[config.mk]
export PLATFORM = sky130hd
export DESIGN_NAME = id_ex_stage
export DESIGN_NICKNAME = d
export VERILOG_FILES = /design/src/rtl/id_ex_stage.sv
export SDC_FILE = /design/constraint.sdc
export NUM_CORES = 1
export LEC_CHECK = 0
export ABC_CLOCK_PERIOD_IN_PS = 4650
export BUFFER_PORTS_ARGS = -buffer_cell sky130_fd_sc_hd__buf_2
export CELL_PAD_IN_SITES_DETAIL_PLACEMENT = 1
export CELL_PAD_IN_SITES_GLOBAL_PLACEMENT = 1
export CORE_ASPECT_RATIO = 1.2
export CORE_MARGIN = 3
export CORE_UTILIZATION = 35
export CTS_BUF_LIST = sky130_fd_sc_hd__clkbuf_16
export DETAILED_ROUTE_END_ITERATION = 7
export PLACE_DENSITY_LB_ADDON = 0.3
export SLEW_MARGIN = 20
export SYNTH_ARGS = -nofsm -noshare
export SYNTH_HDL_FRONTEND = slang
export SYNTH_SLANG_ARGS = --single-unit
export TNS_END_PERCENT = 1
[constraint.sdc]
create_clock -name clk -period 4.65 [get_ports clk]
set_input_delay 0.6975 -clock clk [delete_from_list [all_inputs] [get_ports clk]]
set_output_delay 0.6975 -clock clk [all_outputs]
set_load 0.005 [all_outputs]
[src/rtl/id_ex_stage.sv]
// id_ex_stage: ID/EX pipeline register with load-use hazard detection and WB write-through bypass.
// Latency: 1 cycle from ID to IDEX_*. pc_write, ifid_write and load_use_stall are combinational.
// Backpressure: ext_stall holds IDEX_* and freezes IF/PC; a load-use hazard inserts one bubble.
//
// Ports: clk/rst_n (async active-low); id_* decoded ID fields; wb_* write-back port;
//        flush / ext_stall pipeline control; IDEX_* registered ID fields plus IDEX_valid;
//        pc_write / ifid_write / load_use_stall front-end control.
// Optional feature: define ID_EX_STALL_CNT_EN to add the saturating stall_cnt output.
module id_ex_stage #(
  parameter int XLEN = 32
`ifdef ID_EX_STALL_CNT_EN
  , parameter int CNT_W = 16
`endif
) (
  input  logic            clk,
  input  logic            rst_n,
  input  logic            id_valid,
  input  logic [XLEN-1:0] id_pc,
  input  logic [4:0]      id_rs1,
  input  logic [4:0]      id_rs2,
  input  logic [4:0]      id_rd,
  input  logic            id_uses_rs1,
  input  logic            id_uses_rs2,
  input  logic [XLEN-1:0] id_rs1_data,
  input  logic [XLEN-1:0] id_rs2_data,
  input  logic [XLEN-1:0] id_imm,
  input  logic [3:0]      id_alu_op,
  input  logic            id_alu_src,
  input  logic            id_reg_write,
  input  logic            id_mem_read,
  input  logic            id_mem_write,
  input  logic            id_mem_to_reg,
  input  logic            wb_reg_write,
  input  logic [4:0]      wb_rd,
  input  logic [XLEN-1:0] wb_data,
  input  logic            flush,
  input  logic            ext_stall,
  output logic            IDEX_valid,
  output logic [XLEN-1:0] IDEX_pc,
  output logic [4:0]      IDEX_rs1,
  output logic [4:0]      IDEX_rs2,
  output logic [4:0]      IDEX_rd,
  output logic            IDEX_uses_rs1,
  output logic            IDEX_uses_rs2,
  output logic [XLEN-1:0] IDEX_rs1_data,
  output logic [XLEN-1:0] IDEX_rs2_data,
  output logic [XLEN-1:0] IDEX_imm,
  output logic [3:0]      IDEX_alu_op,
  output logic            IDEX_alu_src,
  output logic            IDEX_reg_write,
  output logic            IDEX_mem_read,
  output logic            IDEX_mem_write,
  output logic            IDEX_mem_to_reg,
  output logic            pc_write,
  output logic            ifid_write,
  output logic            load_use_stall
`ifdef ID_EX_STALL_CNT_EN
  , output logic [CNT_W-1:0] stall_cnt
`endif
);

  typedef struct packed {
    logic            valid;
    logic [XLEN-1:0] pc;
    logic [4:0]      rs1;
    logic [4:0]      rs2;
    logic [4:0]      rd;
    logic            uses_rs1;
    logic            uses_rs2;
    logic [XLEN-1:0] rs1_data;
    logic [XLEN-1:0] rs2_data;
    logic [XLEN-1:0] imm;
    logic [3:0]      alu_op;
    logic            alu_src;
    logic            reg_write;
    logic            mem_read;
    logic            mem_write;
    logic            mem_to_reg;
  } idex_t;

  idex_t idex_q, idex_d;
  logic  hazard;
  logic  wb_wr_nz;

  always_comb begin
    // x0 is never a bypass source or a hazard target.
    wb_wr_nz = wb_reg_write & (wb_rd != 5'd0);
    hazard   = idex_q.valid & idex_q.mem_read & (idex_q.rd != 5'd0) & id_valid &
               ((id_uses_rs1 & (id_rs1 == idex_q.rd)) |
                (id_uses_rs2 & (id_rs2 == idex_q.rd)));

    idex_d         = idex_q;
    pc_write       = 1'b1;
    ifid_write     = 1'b1;
    load_use_stall = 1'b0;

    if (flush) begin
      // A bubble is all-zero: no valid, no controls, no register indices.
      idex_d = '0;
    end else if (ext_stall) begin
      pc_write   = 1'b0;
      ifid_write = 1'b0;
      // Refresh held operands when their producer retires during the stall.
      if (wb_wr_nz && (wb_rd == idex_q.rs1)) idex_d.rs1_data = wb_data;
      if (wb_wr_nz && (wb_rd == idex_q.rs2)) idex_d.rs2_data = wb_data;
    end else if (hazard) begin
      idex_d         = '0;
      pc_write       = 1'b0;
      ifid_write     = 1'b0;
      load_use_stall = 1'b1;
    end else begin
      idex_d.valid      = id_valid;
      idex_d.pc         = id_pc;
      idex_d.rs1        = id_rs1;
      idex_d.rs2        = id_rs2;
      idex_d.rd         = id_rd;
      idex_d.uses_rs1   = id_uses_rs1;
      idex_d.uses_rs2   = id_uses_rs2;
      // Write-through: the register file read misses the value written this cycle.
      idex_d.rs1_data   = (wb_wr_nz && (wb_rd == id_rs1)) ? wb_data : id_rs1_data;
      idex_d.rs2_data   = (wb_wr_nz && (wb_rd == id_rs2)) ? wb_data : id_rs2_data;
      idex_d.imm        = id_imm;
      idex_d.alu_op     = id_alu_op;
      idex_d.alu_src    = id_alu_src;
      idex_d.reg_write  = id_reg_write;
      idex_d.mem_read   = id_mem_read;
      idex_d.mem_write  = id_mem_write;
      idex_d.mem_to_reg = id_mem_to_reg;
    end
  end

  always_ff @(posedge clk or negedge rst_n) begin
    if (!rst_n) idex_q <= '0;
    else        idex_q <= idex_d;
  end

  assign IDEX_valid      = idex_q.valid;
  assign IDEX_pc         = idex_q.pc;
  assign IDEX_rs1        = idex_q.rs1;
  assign IDEX_rs2        = idex_q.rs2;
  assign IDEX_rd         = idex_q.rd;
  assign IDEX_uses_rs1   = idex_q.uses_rs1;
  assign IDEX_uses_rs2   = idex_q.uses_rs2;
  assign IDEX_rs1_data   = idex_q.rs1_data;
  assign IDEX_rs2_data   = idex_q.rs2_data;
  assign IDEX_imm        = idex_q.imm;
  assign IDEX_alu_op     = idex_q.alu_op;
  assign IDEX_alu_src    = idex_q.alu_src;
  assign IDEX_reg_write  = idex_q.reg_write;
  assign IDEX_mem_read   = idex_q.mem_read;
  assign IDEX_mem_write  = idex_q.mem_write;
  assign IDEX_mem_to_reg = idex_q.mem_to_reg;

`ifdef ID_EX_STALL_CNT_EN
  logic [CNT_W-1:0] stall_cnt_q, stall_cnt_d;

  // Saturating count of inserted load-use bubbles.
  always_comb begin
    stall_cnt_d = stall_cnt_q;
    if (load_use_stall && (stall_cnt_q != {CNT_W{1'b1}})) stall_cnt_d = stall_cnt_q + 1'b1;
  end

  always_ff @(posedge clk or negedge rst_n) begin
    if (!rst_n) stall_cnt_q <= '0;
    else        stall_cnt_q <= stall_cnt_d;
  end

  assign stall_cnt = stall_cnt_q;
`endif

endmodule

==> summary.md <==
| Metric | Value |
|---|---|
| Setup total negative slack | 0 ps |
| Final slew viol count | 0 |
| Row cnt | 56 |
| First-pass DRT Iterations | 4 |
| PD cells | 351.5 mW/mm2 |
| Vias/cell | about 5 |
| Worst-Skew Late Latency | around 420 ps |
| Syn avg cell area | 12.94 um2 |
| Final setup viols | 0 |
| Initial antenna violation count | 1 |
| Startpoint Class | register |
| Antenna Nets Post-Route | 0 |
| Synth Register Bits | between 150 and 200 |
| Synth Area in Compound Gates | 23.67% |
| Hold Buf Count CTS | 0 |
| Final nets | 1077 |
| CP Cell Sequence | xnor2_1, nand4_1, o22ai_1, nand2_1, a21o_1, buf_2 |
| Overall Power | roughly 3.4 mW |
| Die area | 0.02198 mm2 |
| Worst relative slew slack | 45.35% |
| Most frequent cells in the layout | buf_2 (353), dfrtp_1 (155), a22o_1 (91) |
| Post-CTS Repair Setup Buffers | 0 |
| Post-DP HPWL | roughly 18 mm |
| Final core utilization | between 40% and 50% |
| Worst hold slack | a little over 300 ps |
| CP Class | reg2out |
| Largest net degree at the start of global routing | 83 |
| Number of port buffers | 354 |
| Worst setup margin | 1889 ps |
| Fin crit share | 59.37% |
| Vias in the first global route | 6291 |
| CP endpoint | pc_write |
| Synthesized area | 0.007079 mm2 |
| Adder-Cell Fraction of Synth Area | 0% |
| TritonCTS clock tree | built |
| Initial cell density of the core | 35.96% |
| Critical path's largest stage delay | ~450 ps |
| Critical path arrival | 2060 ps |
| Syn Inst Count | 547 |
| Buffer depth of the longest clock path | 2 |
| H-tree Lvls | 4 |
| Grt ovf | 0 |
| Layout cell share with drive strength beyond 1 | 50.84% |
| First-iteration detailed-routing DRC count | around 180 |
| FF-to-FF Start | IDEX_rd[4]$_DFFE_PN0P_ |
| Leakage power | 5.117 nW |
| Max VDD drop | 0.2188 mV |
| Post-synthesis mux area share | 9.049% |
| Die width | around 140 um |
| DRC | 0 |
| Total Wirelength | between 20 and 25 mm |
| Post-Layout Cell Count | 1155 |
| Top Ports | 355 |
| CP Buf/Inv Count | 1 |
| Cell area after layout | 0.009644 mm2 |
| Crit path from | IDEX_rd[1]$_DFFE_PN0P_ |
| Worst Hold Class | in2async |
| Yosys Warn Count | 0 |
| Largest family of logic cells by synthesized area | compound AO/OA/AOI/OAI gates |
| Required @ worst endpoint | a little under 4000 ps |
| Setup crit end kind | output port |
| Crit Path Max Fanout | 5 |
| DP Worst Slack | 1249 ps |
| Final critical-path required period | around 2800 ps |
| Gpl congestion | 0.7806 |
| Clock Skew | 10.72 ps |
| Wire per inst | about 21 um |
| Placed inst area | 0.009011 mm2 |
| CTS Root Cell | clkbuf_16 |
| Max-Cap Viols | 0 |
| Post-CTS sizing | 0 |
| First-pass GRT wire length | 35.56 mm |
| Post-synth cell types | 29 |
| CORE AREA | 0.01969 mm2 |
| Post-Place Cells | approximately 1100 |
| Vias | 5792 |
| P&R area growth vs syn | 36.23% |
| Fmax | around 360 MHz |
| Reg2reg end | IDEX_imm[27]$_DFFE_PN0P_ |
| Fill cells | around 2200 |
| Clk sinks | 155 |
| Most common cell after layout, fill and taps aside | buf_2 |
| Post-Syn Nets | 744 |
| R2R cell count | 6 |
| Synth Area in XOR/XNOR | around 3.7% |
| Crit-path leading delay family | compound AO/OA/AOI/OAI gates |
| Unrepaired setup endpoints after global routing | false |
| CTS clk-pin slew, worst paths | approximately 70 ps |
| Stages on the worst setup path | 6 |
| All-Layer GR Usage | 20.86% |
| Sequential element share of the synthesized area | a little over half |
| Reg2reg setup slack | about 2300 ps |
| Cts bufs inserted | 17 |
| DIE HEIGHT | approximately 160 um |
| Status | finished clean |
| Worst-Margin Slew | 819.7 ps |
| Final Hold Viols | 0 |
| Synth Area in Simple Gates | 4.684% |
| Crit path max-delay cell type | dfrtp_1 |
Yosys cell counts:
cell type    n  area share [%]
buf_12       3            0.85
nand3_1      1           0.071
o21a_4       1            0.21
o31ai_1     14             1.5
buf_1        1           0.053
or4_4        1            0.16
nor3_1       6            0.42
a21o_1       1            0.11
a31o_2       1            0.12
a22o_1      91              11
a41oi_4      2            0.78
nand2b_1     1           0.088
a21oi_1      1           0.071
clkbuf_1    33             1.7
nand4_1      2            0.18
buf_6        5            0.80
inv_1        1           0.053
o31ai_2     50             8.8
nand2_1     67             3.6
xnor2_1     14             1.7
nor2_1       4            0.21
xor2_1      16             2.0
mux2i_1     64             9.0
buf_4        1            0.11
buf_2        7            0.49
a211oi_1     1            0.11
a31oi_4      2            0.60
dfrtp_1    155              55
o22ai_1      1           0.088
worst min-delay path by stage:
stage	endpoint	slack (ps)	cells past startpoint	start
after floorplan	IDEX_alu_op[0]$_DFFE_PN0P_	400	0	rst_n
after global routing	IDEX_rs1_data[24]$_DFFE_PN0P_	350	1	rst_n
after global placement	IDEX_rs1_data[30]$_DFFE_PN0P_	450	2	IDEX_rs1_data[30]$_DFFE_PN0P_
after detailed placement	IDEX_rs2_data[0]$_DFFE_PN0P_	460	2	IDEX_rs2_data[0]$_DFFE_PN0P_
after CTS	IDEX_rs1_data[24]$_DFFE_PN0P_	320	1	rst_n
final	IDEX_rs1_data[24]$_DFFE_PN0P_	300	1	rst_n
worst reg2reg max path, stage by stage (launching register included):
cell	delay, ps
dfrtp_1	460
xnor2_1	160
nand4_1	110
o22ai_1	170
a211oi_4	740
buf_12	400
a22o_1	230
where the power goes:
part / switching, mW / total (mW) / internal [mW]
combinational: 0.281 / 0.529 / 0.247
clock: 0.645 / 1.36 / 0.719
sequential: 0.0573 / 1.50 / 1.44
total: 0.984 / 3.39 / 2.41
cells by family (layout without fill, tap and decap cells):
| kind of cell | after synthesis | in the layout |
|---|---|---|
| simple gates | 82 | 82 |
| other cells | 0 | 1 |
| compound gates | 165 | 165 |
| buf+inv | 51 | 397 |
| flops | 155 | 155 |
| xor+xnor | 30 | 30 |
| mux | 64 | 64 |
per-layer routing:
layer	vias to the layer above	wire, um	share of wire (%)	GRT usage [%]
met5	-	0	0	0
met4	0	291	1.2	4.904
met3	22	2128	9.0	7.094
met2	255	11540	49	35.37
met1	2820	9814	41	25.71
li1	2695	-	-	-
cell type report:
cell class	instances	area, um2	share of cell area, %
inverter	1	3.754	0.03892
sequential	155	3879	40.22
clock inverter	15	152.6	1.583
clock buffer	17	425.4	4.411
antenna	1	2.502	0.02595
timing repair buffer	364	1916	19.86
multi-input combinational	341	2939	30.47
tap	261	326.6	3.386
Note: power is estimated with default switching activity, not from simulation.
